File: config.mk
export PLATFORM = sky130hd
export DESIGN_NAME = rib2axi_lite
export DESIGN_NICKNAME = d
export VERILOG_FILES = /design/src/rtl/rib2axi_lite.sv
export SDC_FILE = /design/constraint.sdc
export NUM_CORES = 1
export LEC_CHECK = 0
export BUFFER_PORTS_ARGS = -buffer_cell sky130_fd_sc_hd__buf_2
export CAP_MARGIN = 20
export CORE_AREA = 2 2 127 92
export DETAILED_ROUTE_END_ITERATION = 7
export DIE_AREA = 0 0 129 94
export PLACE_DENSITY = 0.73
export SYNTH_ARGS = -nofsm -noshare
export SYNTH_HDL_FRONTEND = slang
export SYNTH_SLANG_ARGS = --single-unit
File: constraint.sdc
create_clock -name clk -period 1.5 [get_ports clk]
set_clock_uncertainty 0.1 [all_clocks]
set_input_delay 0.3 -clock clk [delete_from_list [all_inputs] [get_ports clk]]
set_output_delay 0.3 -clock clk [all_outputs]
set_load 0.005 [all_outputs]
File: src/rtl/rib2axi_lite.sv
// rib2axi_lite: bridges a single-beat RIB slave access onto AXI4-Lite.
// One transaction is in flight at a time; the core is stalled through hold_o
// until the AXI response has been taken, then DONE spends one cycle
// presenting err_o and the freshly registered read data.
module rib2axi_lite #(
  parameter int AW = 32,
  parameter int DW = 32
) (
  input  logic          clk,
  input  logic          rst,
  // RIB slave side
  input  logic          req_i,
  input  logic          we_i,
  input  logic [AW-1:0] addr_i,
  input  logic [DW-1:0] wdata_i,
  output logic [DW-1:0] rdata_o,
  output logic          hold_o,
  output logic          err_o,
  // AXI write address channel
  output logic [AW-1:0] awaddr_o,
  output logic [2:0]    awprot_o,
  output logic          awvalid_o,
  input  logic          awready_i,
  // AXI write data channel
  output logic [DW-1:0] wdata_o,
  output logic [3:0]    wstrb_o,
  output logic          wvalid_o,
  input  logic          wready_i,
  // AXI write response channel
  input  logic [1:0]    bresp_i,
  input  logic          bvalid_i,
  output logic          bready_o,
  // AXI read address channel
  output logic [AW-1:0] araddr_o,
  output logic [2:0]    arprot_o,
  output logic          arvalid_o,
  input  logic          arready_i,
  // AXI read data channel
  input  logic [DW-1:0] rdata_i,
  input  logic [1:0]    rresp_i,
  input  logic          rvalid_i,
  output logic          rready_o
);

  typedef enum logic [2:0] {
    IDLE       = 3'd0,
    WADDR_DATA = 3'd1,
    WRESP      = 3'd2,
    RADDR      = 3'd3,
    RDATA      = 3'd4,
    DONE       = 3'd5
  } state_e;

  state_e        state_q, state_d;
  logic [AW-1:0] addr_q, addr_d;
  logic [DW-1:0] wdata_q, wdata_d;
  logic          we_q, we_d;
  logic          awvalid_q, awvalid_d;
  logic          wvalid_q, wvalid_d;
  logic          arvalid_q, arvalid_d;
  logic          bready_q, bready_d;
  logic          rready_q, rready_d;
  logic          err_q, err_d;
  logic [DW-1:0] rdata_q, rdata_d;

  // A channel counts as complete once its valid has dropped (handshake in an
  // earlier cycle) or its handshake is happening right now.
  logic aw_hs_s, w_hs_s, aw_complete_s, w_complete_s;

  // SLVERR (2'b10) and DECERR (2'b11) are the two error responses.
  function automatic logic resp_is_err(input logic [1:0] resp);
    resp_is_err = (resp == 2'b10) || (resp == 2'b11);
  endfunction

  assign aw_hs_s       = awvalid_q & awready_i;
  assign w_hs_s        = wvalid_q & wready_i;
  assign aw_complete_s = ~awvalid_q | aw_hs_s;
  assign w_complete_s  = ~wvalid_q | w_hs_s;

  // State and output registers with synchronous active-high reset.
  always_ff @(posedge clk) begin
    if (rst) begin
      state_q   <= IDLE;
      addr_q    <= '0;
      wdata_q   <= '0;
      we_q      <= 1'b0;
      awvalid_q <= 1'b0;
      wvalid_q  <= 1'b0;
      arvalid_q <= 1'b0;
      bready_q  <= 1'b0;
      rready_q  <= 1'b0;
      err_q     <= 1'b0;
      rdata_q   <= '0;
    end else begin
      state_q   <= state_d;
      addr_q    <= addr_d;
      wdata_q   <= wdata_d;
      we_q      <= we_d;
      awvalid_q <= awvalid_d;
      wvalid_q  <= wvalid_d;
      arvalid_q <= arvalid_d;
      bready_q  <= bready_d;
      rready_q  <= rready_d;
      err_q     <= err_d;
      rdata_q   <= rdata_d;
    end
  end

  // Next-state logic: walk one transaction through its AXI channels.
  always_comb begin
    state_d = state_q;
    case (state_q)
      IDLE: begin
        if (req_i) begin
          state_d = we_i ? WADDR_DATA : RADDR;
        end else begin
          state_d = IDLE;
        end
      end
      WADDR_DATA: begin
        if (aw_complete_s && w_complete_s) begin
          state_d = WRESP;
        end else begin
          state_d = WADDR_DATA;
        end
      end
      WRESP: begin
        if (bvalid_i) begin
          state_d = DONE;
        end else begin
          state_d = WRESP;
        end
      end
      RADDR: begin
        if (arready_i) begin
          state_d = RDATA;
        end else begin
          state_d = RADDR;
        end
      end
      RDATA: begin
        if (rvalid_i) begin
          state_d = DONE;
        end else begin
          state_d = RDATA;
        end
      end
      DONE:    state_d = IDLE;
      default: state_d = IDLE;
    endcase
  end

  // Next values of the registered outputs and the latched request.
  always_comb begin
    addr_d    = addr_q;
    wdata_d   = wdata_q;
    we_d      = we_q;
    awvalid_d = awvalid_q;
    wvalid_d  = wvalid_q;
    arvalid_d = arvalid_q;
    bready_d  = bready_q;
    rready_d  = rready_q;
    err_d     = 1'b0;
    rdata_d   = rdata_q;
    case (state_q)
      IDLE: begin
        if (req_i) begin
          addr_d    = addr_i;
          wdata_d   = wdata_i;
          we_d      = we_i;
          awvalid_d = we_i;
          wvalid_d  = we_i;
          arvalid_d = ~we_i;
        end else begin
          awvalid_d = 1'b0;
          wvalid_d  = 1'b0;
          arvalid_d = 1'b0;
        end
      end
      WADDR_DATA: begin
        if (aw_hs_s) begin
          awvalid_d = 1'b0;
        end else begin
          awvalid_d = awvalid_q;
        end
        if (w_hs_s) begin
          wvalid_d = 1'b0;
        end else begin
          wvalid_d = wvalid_q;
        end
        if (aw_complete_s && w_complete_s) begin
          bready_d = 1'b1;
        end else begin
          bready_d = 1'b0;
        end
      end
      WRESP: begin
        if (bvalid_i) begin
          bready_d = 1'b0;
          err_d    = resp_is_err(bresp_i);
        end else begin
          bready_d = 1'b1;
        end
      end
      RADDR: begin
        if (arready_i) begin
          arvalid_d = 1'b0;
          rready_d  = 1'b1;
        end else begin
          arvalid_d = 1'b1;
        end
      end
      RDATA: begin
        if (rvalid_i) begin
          rready_d = 1'b0;
          err_d    = resp_is_err(rresp_i);
          // Only a read ever reaches RDATA; the guard keeps writes from
          // touching the read-data register even if the state were corrupted.
          if (!we_q) begin
            rdata_d = rdata_i;
          end else begin
            rdata_d = rdata_q;
          end
        end else begin
          rready_d = 1'b1;
        end
      end
      DONE: begin
        err_d = 1'b0;
      end
      default: begin
        awvalid_d = 1'b0;
        wvalid_d  = 1'b0;
        arvalid_d = 1'b0;
        bready_d  = 1'b0;
        rready_d  = 1'b0;
      end
    endcase
  end

  // Core stall: follows req_i in IDLE so the request is held the same cycle.
  always_comb begin
    hold_o = 1'b0;
    case (state_q)
      IDLE:       hold_o = req_i;
      WADDR_DATA: hold_o = 1'b1;
      WRESP:      hold_o = 1'b1;
      RADDR:      hold_o = 1'b1;
      RDATA:      hold_o = 1'b1;
      DONE:       hold_o = 1'b0;
      default:    hold_o = 1'b0;
    endcase
  end

  assign rdata_o   = rdata_q;
  assign err_o     = err_q;
  assign awaddr_o  = addr_q;
  assign awprot_o  = 3'b000;
  assign awvalid_o = awvalid_q;
  assign wdata_o   = wdata_q;
  assign wstrb_o   = 4'hF;
  assign wvalid_o  = wvalid_q;
  assign bready_o  = bready_q;
  assign araddr_o  = addr_q;
  assign arprot_o  = 3'b000;
  assign arvalid_o = arvalid_q;
  assign rready_o  = rready_q;

endmodule
# [After elaboration in Yosys (flattened, before gate mapping)]
# Cells that the tools add are included.
[totals] input_bits=109 output_inout_bits=145 reg_bits=106
[op_classes] n_eq_ne=12 mux=25 bitwise_logic=10 n_reduce_logical=14
[op_table] operator="$reduce_or 4->1" count=5
[op_table] operator="$pmux 1 s3" count=5
[op_table] operator="$pmux 3 s5" count=1
[op_table] operator="$mux 1" count=12
[op_table] operator="$eq 2x2->1 const B" count=4
[op_table] operator="$reduce_and 2->1" count=4
[op_table] operator="$eq 3x2->1 const B" count=2
[op_table] operator="$eq 3x3->1 const B" count=2
[op_table] operator="$mux 2" count=3
[op_table] operator="$mux 3" count=2
[op_table] operator="$ne 2x2->1 const B" count=3
[op_table] operator="$not 1->1" count=6
[op_table] operator="$pmux 1 s2" count=2
[op_table] operator="$eq 3x1->1 const B" count=1
[op_table] operator="$logic_not 3->1" count=1
[op_table] operator="$reduce_and 3->1" count=1
[op_table] operator="$and 1x1->1" count=2
[op_table] operator="$logic_or 1x1->1" count=2
[op_table] operator="$or 1x1->1" count=2
[op_table] operator="$logic_and 1x1->1" count=1

# [Logic depth before layout (Yosys ltp)]
# Gate-level depths: netlist (run 1).
[logic_depth] depth_word=5 depth_mapped=6 ltp_nobuf=4

# [Least setup slack after synthesis (run 1)]
# No wires, ideal clock.
[synth_timing] kind="register -> output" start="reg state_q[0]" end="out hold_o" slack_ns=0.050 stages_incl_launch_ff=4 arrival_time_ns=1.050 path_buffers=1 path_cell_list="dfxtp_1 > buf_2 > or3_1 > o21a_1"
[synth_between] elab_chain_len=3 word_cells_on_any_way=7 cone_classes="4 x eq/ne; 1 x mux; 2 x reduce/logical"
[synth_rtl] item="from (decl)" line_no="54" source="state_e state_q, state_d;"
[synth_rtl] item="from (signal assigned)" line_no="95" source="state_q <= state_d;"
[synth_rtl] item="$eq 3x3->1 (tied with other cells)" line_no="244" source="case (state_q)"
[synth_rtl] item="$reduce_or 4->1 (no source line)"
[synth_rtl] item="$pmux 1 s2 (*)" line_no="244"
[synth_rtl] item="to (decl)" line_no="17" source="output logic hold_o,"
# Mark *: on every way between the ends. The rest lies on a longest branch, timed or not.

# [Worst setup path after layout (run 1)]
[layout_timing] start="reg state_q[1]" end="out hold_o"
# Same word-level chain as after synthesis.

==> results of run 1 <==
==> metrics by stage <==
| stage | setup slack [ns] | power (W) |
|---|---|---|
| floorplan | 0.0501 | 0.00415 |
| global placement | 0.0392 | 0.00473 |
| detailed placement | -0.00956 | 0.00474 |
| CTS | -0.282 | 0.00698 |
| global route | -0.321 | 0.00733 |
| finish | -0.272 | 0.00693 |
==> state kept, by name, indices dropped and copies added, names as in the netlist <==
| name | count |
|---|---|
| araddr_o | 32 |
| arvalid_o | 1 |
| awvalid_o | 1 |
| bready_o | 1 |
| err_o | 1 |
| rdata_o | 32 |
| rready_o | 1 |
| state_q | 3 |
| wdata_o | 32 |
| we_q | 1 |
| wvalid_o | 1 |
==> layer usage <==
layer	wire, um	up-vias	global-route usage [%]	share of wire, %
met3	806	8	5.81	7.1
met5	0	-	0	0
met4	101	0	4.08	0.89
li1	-	2100	-	-
met1	5110	1842	21.6	45
met2	5300	146	30.0	47
==> how the worst max path moves through the flow <==
stage / end / slack [ns]
2_1_floorplan: hold_o / 0.05
3_3_place_gp: rdata_o[6]$_SDFFE_PP0P_ / 0.04
3_5_place_dp: rdata_o[29]$_SDFFE_PP0P_ / -0.01
4_1_cts: hold_o / -0.28
5_1_grt: hold_o / -0.32
6_report: hold_o / -0.27
==> report_power, final <==
group          internal, W  switching [W]  total (W)
Sequential         0.00306       0.000148    0.00321
Combinational     0.000752       0.000808    0.00156
Clock              0.00113        0.00103    0.00216
==> what timing repair did <==
item | CTS | global route
pin swaps | 1 | 3
hold endpoints to repair | 0 | 0
setup buffers | 3 | 3
gates resized for setup | 12 | 20
endpoints found under the setup margin | 7 | 98
gates cloned | 2 | 1
==> worst register-to-register path: cells and delay by family, from the launching register on <==
| family | cells | cell delay (ns) |
|---|---|---|
| compound gates | 1 | 0.12 |
| buf+inv | 4 | 0.70 |
| flops | 1 | 0.35 |
| simple gates | 2 | 0.31 |
==> cell families (layout without fill, tap and decap cells) <==
logic type      Yosys count  after routing  synth area share (%)
buf+inv                  83            288                  12.3
flops                   106            106                  50.6
compound gates          122            122                  15.2
simple gates            223            223                  21.5
other cells               2             10                 0.179
mux                       1              1                 0.239
==> layout by cell type (no fill, tap or decap), types with 2 or more instances in the layout <==
| master | n |
|---|---|
| dfxtp_2 | 2 |
| buf_12 | 10 |
| conb_1 | 10 |
| inv_1 | 5 |
| a21oi_2 | 18 |
| nor3_1 | 3 |
| clkinvlp_4 | 2 |
| clkbuf_16 | 10 |
| o21ai_1 | 2 |
| buf_2 | 240 |
| nand2_2 | 2 |
| nor2_1 | 6 |
| clkinv_2 | 2 |
| a21o_1 | 2 |
| a31oi_1 | 3 |
| o21ai_0 | 4 |
| buf_4 | 14 |
| a21oi_1 | 88 |
| dfxtp_1 | 103 |
| nand2_1 | 198 |
| nand3_1 | 4 |
| nand3b_1 | 2 |
==> layout make-up <==
class / instances / area (um2)
repair buffers: 267 / 1590
flip-flops and latches: 106 / 2130
well taps: 153 / 191
inverters: 5 / 18.8
clock inverters: 6 / 42.5
fillers: 1078 / 4980
multi-input cells: 356 / 1670
clock buffers: 10 / 229
==> results.toml, run 1 <==
[floorplanning]
dieArea_mm2 = 0.0121
io_pins = 254
die_width_um = 129
start_util_pct = 38.6
die_h_um = 94
rows = 32
fp.coreArea_mm2 = 0.0109

[cts]
htree_levels = 3
cts_tree = "done"
clockBufferDepth = 2
worstSkewPairLatency_ns = 0.34
numCtsBuffers = 9
clock-root-buffer = "clkbuf_16"
path_clk_slew_ns = 0.07
ctsHoldBuffers = 0
cts_sinks = 106

[setup_path]
required_ns = 1.10
critPathSlowestCell = "or3_4"
critPathKind = "register to output pin"
cp_num_cells = 3
cp-end-kind = "output pin"
cp_max_fo = 7
max_stage_delay_ns = 0.37
r2r_slack_ns = -0.14
worstRegToRegCells = 7
crit_buf_inv = 1
arrival_ns = 1.37
path_cells = "or3_4 > o21a_1 > buf_2"
cp-start-kind = "register"
rr_startpoint = "state_q[0]$_SDFF_PP0_"
critPathLaunch = "state_q[1]$_SDFF_PP0_"
r2r-end = "rdata_o[31]$_SDFFE_PP0P_"
crit_family = "simple AND/OR/NAND/NOR gates"

[pwr]
worst_ir_drop_vdd_mv = 0.617
power_density_mw_per_mm2 = 1180
leakage_nw = 2.79

[logic_synthesis]
synth.most_common_cell = "nand2_1"
synth_flop_cell = "dfxtp_1"
synth-async-reset-ratio_pct = 0
netlist_area_mm2 = 0.00419
ys_seq_area_share_pct = 50.6
ys_ff_latch = 106
avgSynthCellArea_um2 = 7.81
synth_common_cells = "nand2_1 (200), a21oi_1 (106), dfxtp_1 (106)"
synth_enable_flop_cells = 0
synth_top_area_share_pct = 50.6
synth.distinct_cells = 30
synth_area_leaders = "dfxtp_1 (51%), nand2_1 (18%), a21oi_1 (13%)"
yosysTopAreaCell = "dfxtp_1"
ys_warn_count = 0
synthCells = 537

[placed_design]
dp.cells = 878
dp.final_hpwl_um = 8000
port_buffers = 241
place_congestion = 0.734
place_area_mm2 = 0.00537

[detailed_routing]
drtAntennaViolNets = 0
drtPass1Iterations = 4
drc = 0
wl_um = 11300
drt_iter0_markers = 156
vias = 4096
via_per_inst = 4.54
wire_per_inst_um = 12.5

[final_layout]
post-route-util_pct = 54.1
layout-drive-gt1-share_pct = 41.3
nNetsFinal = 854
final_area_mm2 = 0.00587
area_growth_pct = 40.1
finalNonFillerCells = 903
n_antenna_cell = 0

[run]
drv_cap = 0

[timing]
tns_ns = -5.22
max_freq_ghz = 0.564
rsz0062_at_grt = "yes"
hold_viol = 0
slew_violations = 0
fin_crit_sh_pct = 118
min_period_ns = 1.77
finalSetupViolations = 98
timing.hold.ws_ns = 0.0912
layout_setup_ws_ns = -0.272

[global_route]
globalRouteOverflowTotal = 0
grt.total_usage_pct = 17.6
grt_pass1_wl_um = 17200
grt_pass1_vias = 3626
grt_max_degree = 48
antenna_found_initial = 0

[hold_path]
worstHoldStart = "addr_i[22]"
whs_path_depth = 3
hold_path.class = "primary input to register"
min_to = "araddr_o[22]$_SDFFE_PP0P_"

[outcome]
violations = "negative setup slack"
status = "finished with violations"
Power figures use the tool's default switching activity.
==> inputs of run 2 (changes only) <==
- ABC_AREA: unset -> 1
- CORE_AREA: 2 2 127 92 -> 2 2 131 95
- DIE_AREA: 0 0 129 94 -> 0 0 133 97
- PLACE_DENSITY: 0.73 -> 0.72
==> run 2 against run 1 <==
The run still ends with negative setup slack left. Worst hold slack improved by 0.0021 ns. Register-to-register slack improved by 0.20 ns. Sequential power rose by 3%. Core utilization fell by 1.8 points. Via count rose by 5.4%. Global-route usage rose by 0.45 points. Wire length rose by 4.6%. Synthesized cell count rose by 6.0%. Largest cell class unchanged.
==> results.toml, run 2 <==
[outcome]
status = "finished with violations"
violations = "negative setup slack"

[final_layout]
layout.cells.most_common = "buf_2"
fillerInstances = 1103
post-route-util_pct = 52.3
layout-drive-gt1-share_pct = 44.0
nNetsFinal = 877
finalNonFillerCells = 930
area_growth_pct = 31.8
most-common-layout-cells = "buf_2 (241), dfxtp_1 (103), nand2_1 (83)"
n_antenna_cell = 0

[logic_synthesis]
synth_common_cells = "dfxtp_1 (106), nand2_1 (84), nor2_1 (74)"
synth_area_leaders = "dfxtp_1 (46%), buf_4 (7.1%), nand2_1 (6.9%)"
synth_enable_flop_cells = 0
synth_top_area_share_pct = 46.5
synth-async-reset-ratio_pct = 0
yosysTopAreaCell = "dfxtp_1"
ys_ff_latch = 106
avgSynthCellArea_um2 = 8.03
synth_flop_cell = "dfxtp_1"
netlist_area_mm2 = 0.00457
ys_warn_count = 0
synth.most_common_cell = "dfxtp_1"
synth.distinct_cells = 28
ys_seq_area_share_pct = 46.5
synthCells = 569

[timing]
fin_crit_sh_pct = 106
rsz0062_at_grt = "yes"
layout_setup_ws_ns = -0.0920
min_period_ns = 1.59
max_freq_ghz = 0.628
slew_violations = 0
hold_viol = 0
finalSetupViolations = 1

[global_route]
grt.total_usage_pct = 18.0
grt_pass1_vias = 3951
grt_max_degree = 65
globalRouteOverflowTotal = 0
grt_pass1_wl_um = 19100
antenna_found_initial = 0

[floorplanning]
fp.coreArea_mm2 = 0.0115
rows = 33
dieArea_mm2 = 0.0129
die_width_um = 133
io_pins = 254
die_h_um = 97
start_util_pct = 39.7

[cts]
path_clk_slew_ns = 0.07
cts_sinks = 106
clockBufferDepth = 2
ctsHoldBuffers = 0
worstSkewPairLatency_ns = 0.34
htree_levels = 3
numCtsBuffers = 9
clock-root-buffer = "clkbuf_16"
cts_tree = "done"

[detailed_routing]
vias = 4316
wl_um = 11800
drtPass1Iterations = 4
drt_iter0_markers = 94
drc = 0
wire_per_inst_um = 12.7
drtAntennaViolNets = 0
via_per_inst = 4.64

[pwr]
worst_ir_drop_vdd_mv = 0.650
leakage_nw = 2.95
power_density_mw_per_mm2 = 1300
design_power_total_w = 0.00783

[setup_path]
required_ns = 1.10
r2r_slack_ns = 0.06
cp-start-kind = "register"
arrival_ns = 1.19
critPathKind = "register to output pin"
cp-end-kind = "output pin"
cp_max_fo = 4

[placed_design]
port_buffers = 241
dp.final_hpwl_um = 8260
place_congestion = 0.780
dp.cells = 907

[hold_path]
hold_path.class = "primary input to register"

[run]
drv_cap = 0
==> run 2: cell type report <==
class                           instances  area [um2]  area share, %
Sequential cell                       106        2130           35.3
Multi-Input combinational cell        369        1850           30.7
Timing Repair Buffer                  262        1460           24.2
Clock buffer                           10         239           3.97
Tap cell                              157         196           3.26
Inverter                               20        95.1           1.58
Clock inverter                          6        56.3          0.935
==> run 2: final timing paths <==
| check | from | end | cells after the start |
|---|---|---|---|
| worst max-delay path | state_q[1]$_SDFF_PP0_ | hold_o | 5 |
| worst min-delay path | rdata_i[13] | rdata_o[13]$_SDFFE_PP0P_ | 3 |
| worst min register to register | wdata_o[30]$_SDFFE_PP0P_ | wdata_o[30]$_SDFFE_PP0P_ | 2 |
| worst max register to register | state_q[1]$_SDFF_PP0_ | rdata_o[23]$_SDFFE_PP0P_ | 8 |
==> run 2: power by group <==
group          switching, W  internal, W
registers          0.000194      0.00313
clock network       0.00111      0.00121
logic               0.00123     0.000950
==> run 2: kinds of logic (layout without fill, tap and decap cells) <==
family                 count (synthesis)  count (layout)  share of synthesized area, %
and+or+nand+nor                      250             250                          25.1
DFF                                  106             106                          46.5
other                                  2              10                         0.164
AOI/OAI and AO/OA                    109             109                          12.8
buffers and inverters                102             298                          15.5
==> run 2: critical path: stages (launching register included) <==
cell and delay, ns:
dfxtp_2 0.34, nor2_4 0.14, nand2_4 0.08, o21ai_1 0.12
inv_1 0.05, buf_2 0.12
==> run 2: metal layers <==
| metal | global-route usage [%] | vias to the layer above | wire length (um) |
|---|---|---|---|
| met5 | 0 | - | 0 |
| met4 | 6.29 | 0 | 207 |
| met3 | 6.24 | 14 | 975 |
| met2 | 30.1 | 166 | 5460 |
| met1 | 21.7 | 1940 | 5200 |
| li1 | - | 2196 | - |
==> run 2: repair_timing <==
item,CTS,global route
gates cloned,0,0
pin swaps,1,1
gates resized for setup,12,48
setup buffers,4,3
setup endpoints to repair,15,34
==> run 2: metrics by stage <==
step           setup TNS, ns  hold WS, ns  worst slack, ns  cell area [um2]
6_report             -0.0920       0.0933          -0.0920             6020
3_3_place_gp          -0.196        0.348          -0.0106             5570
5_1_grt               -0.236       0.0949           -0.152             6020
4_1_cts               -0.110       0.0825           -0.110             5910
3_5_place_dp         -0.0525        0.353          -0.0322             5570
2_1_floorplan              0        0.339            0.166             4600
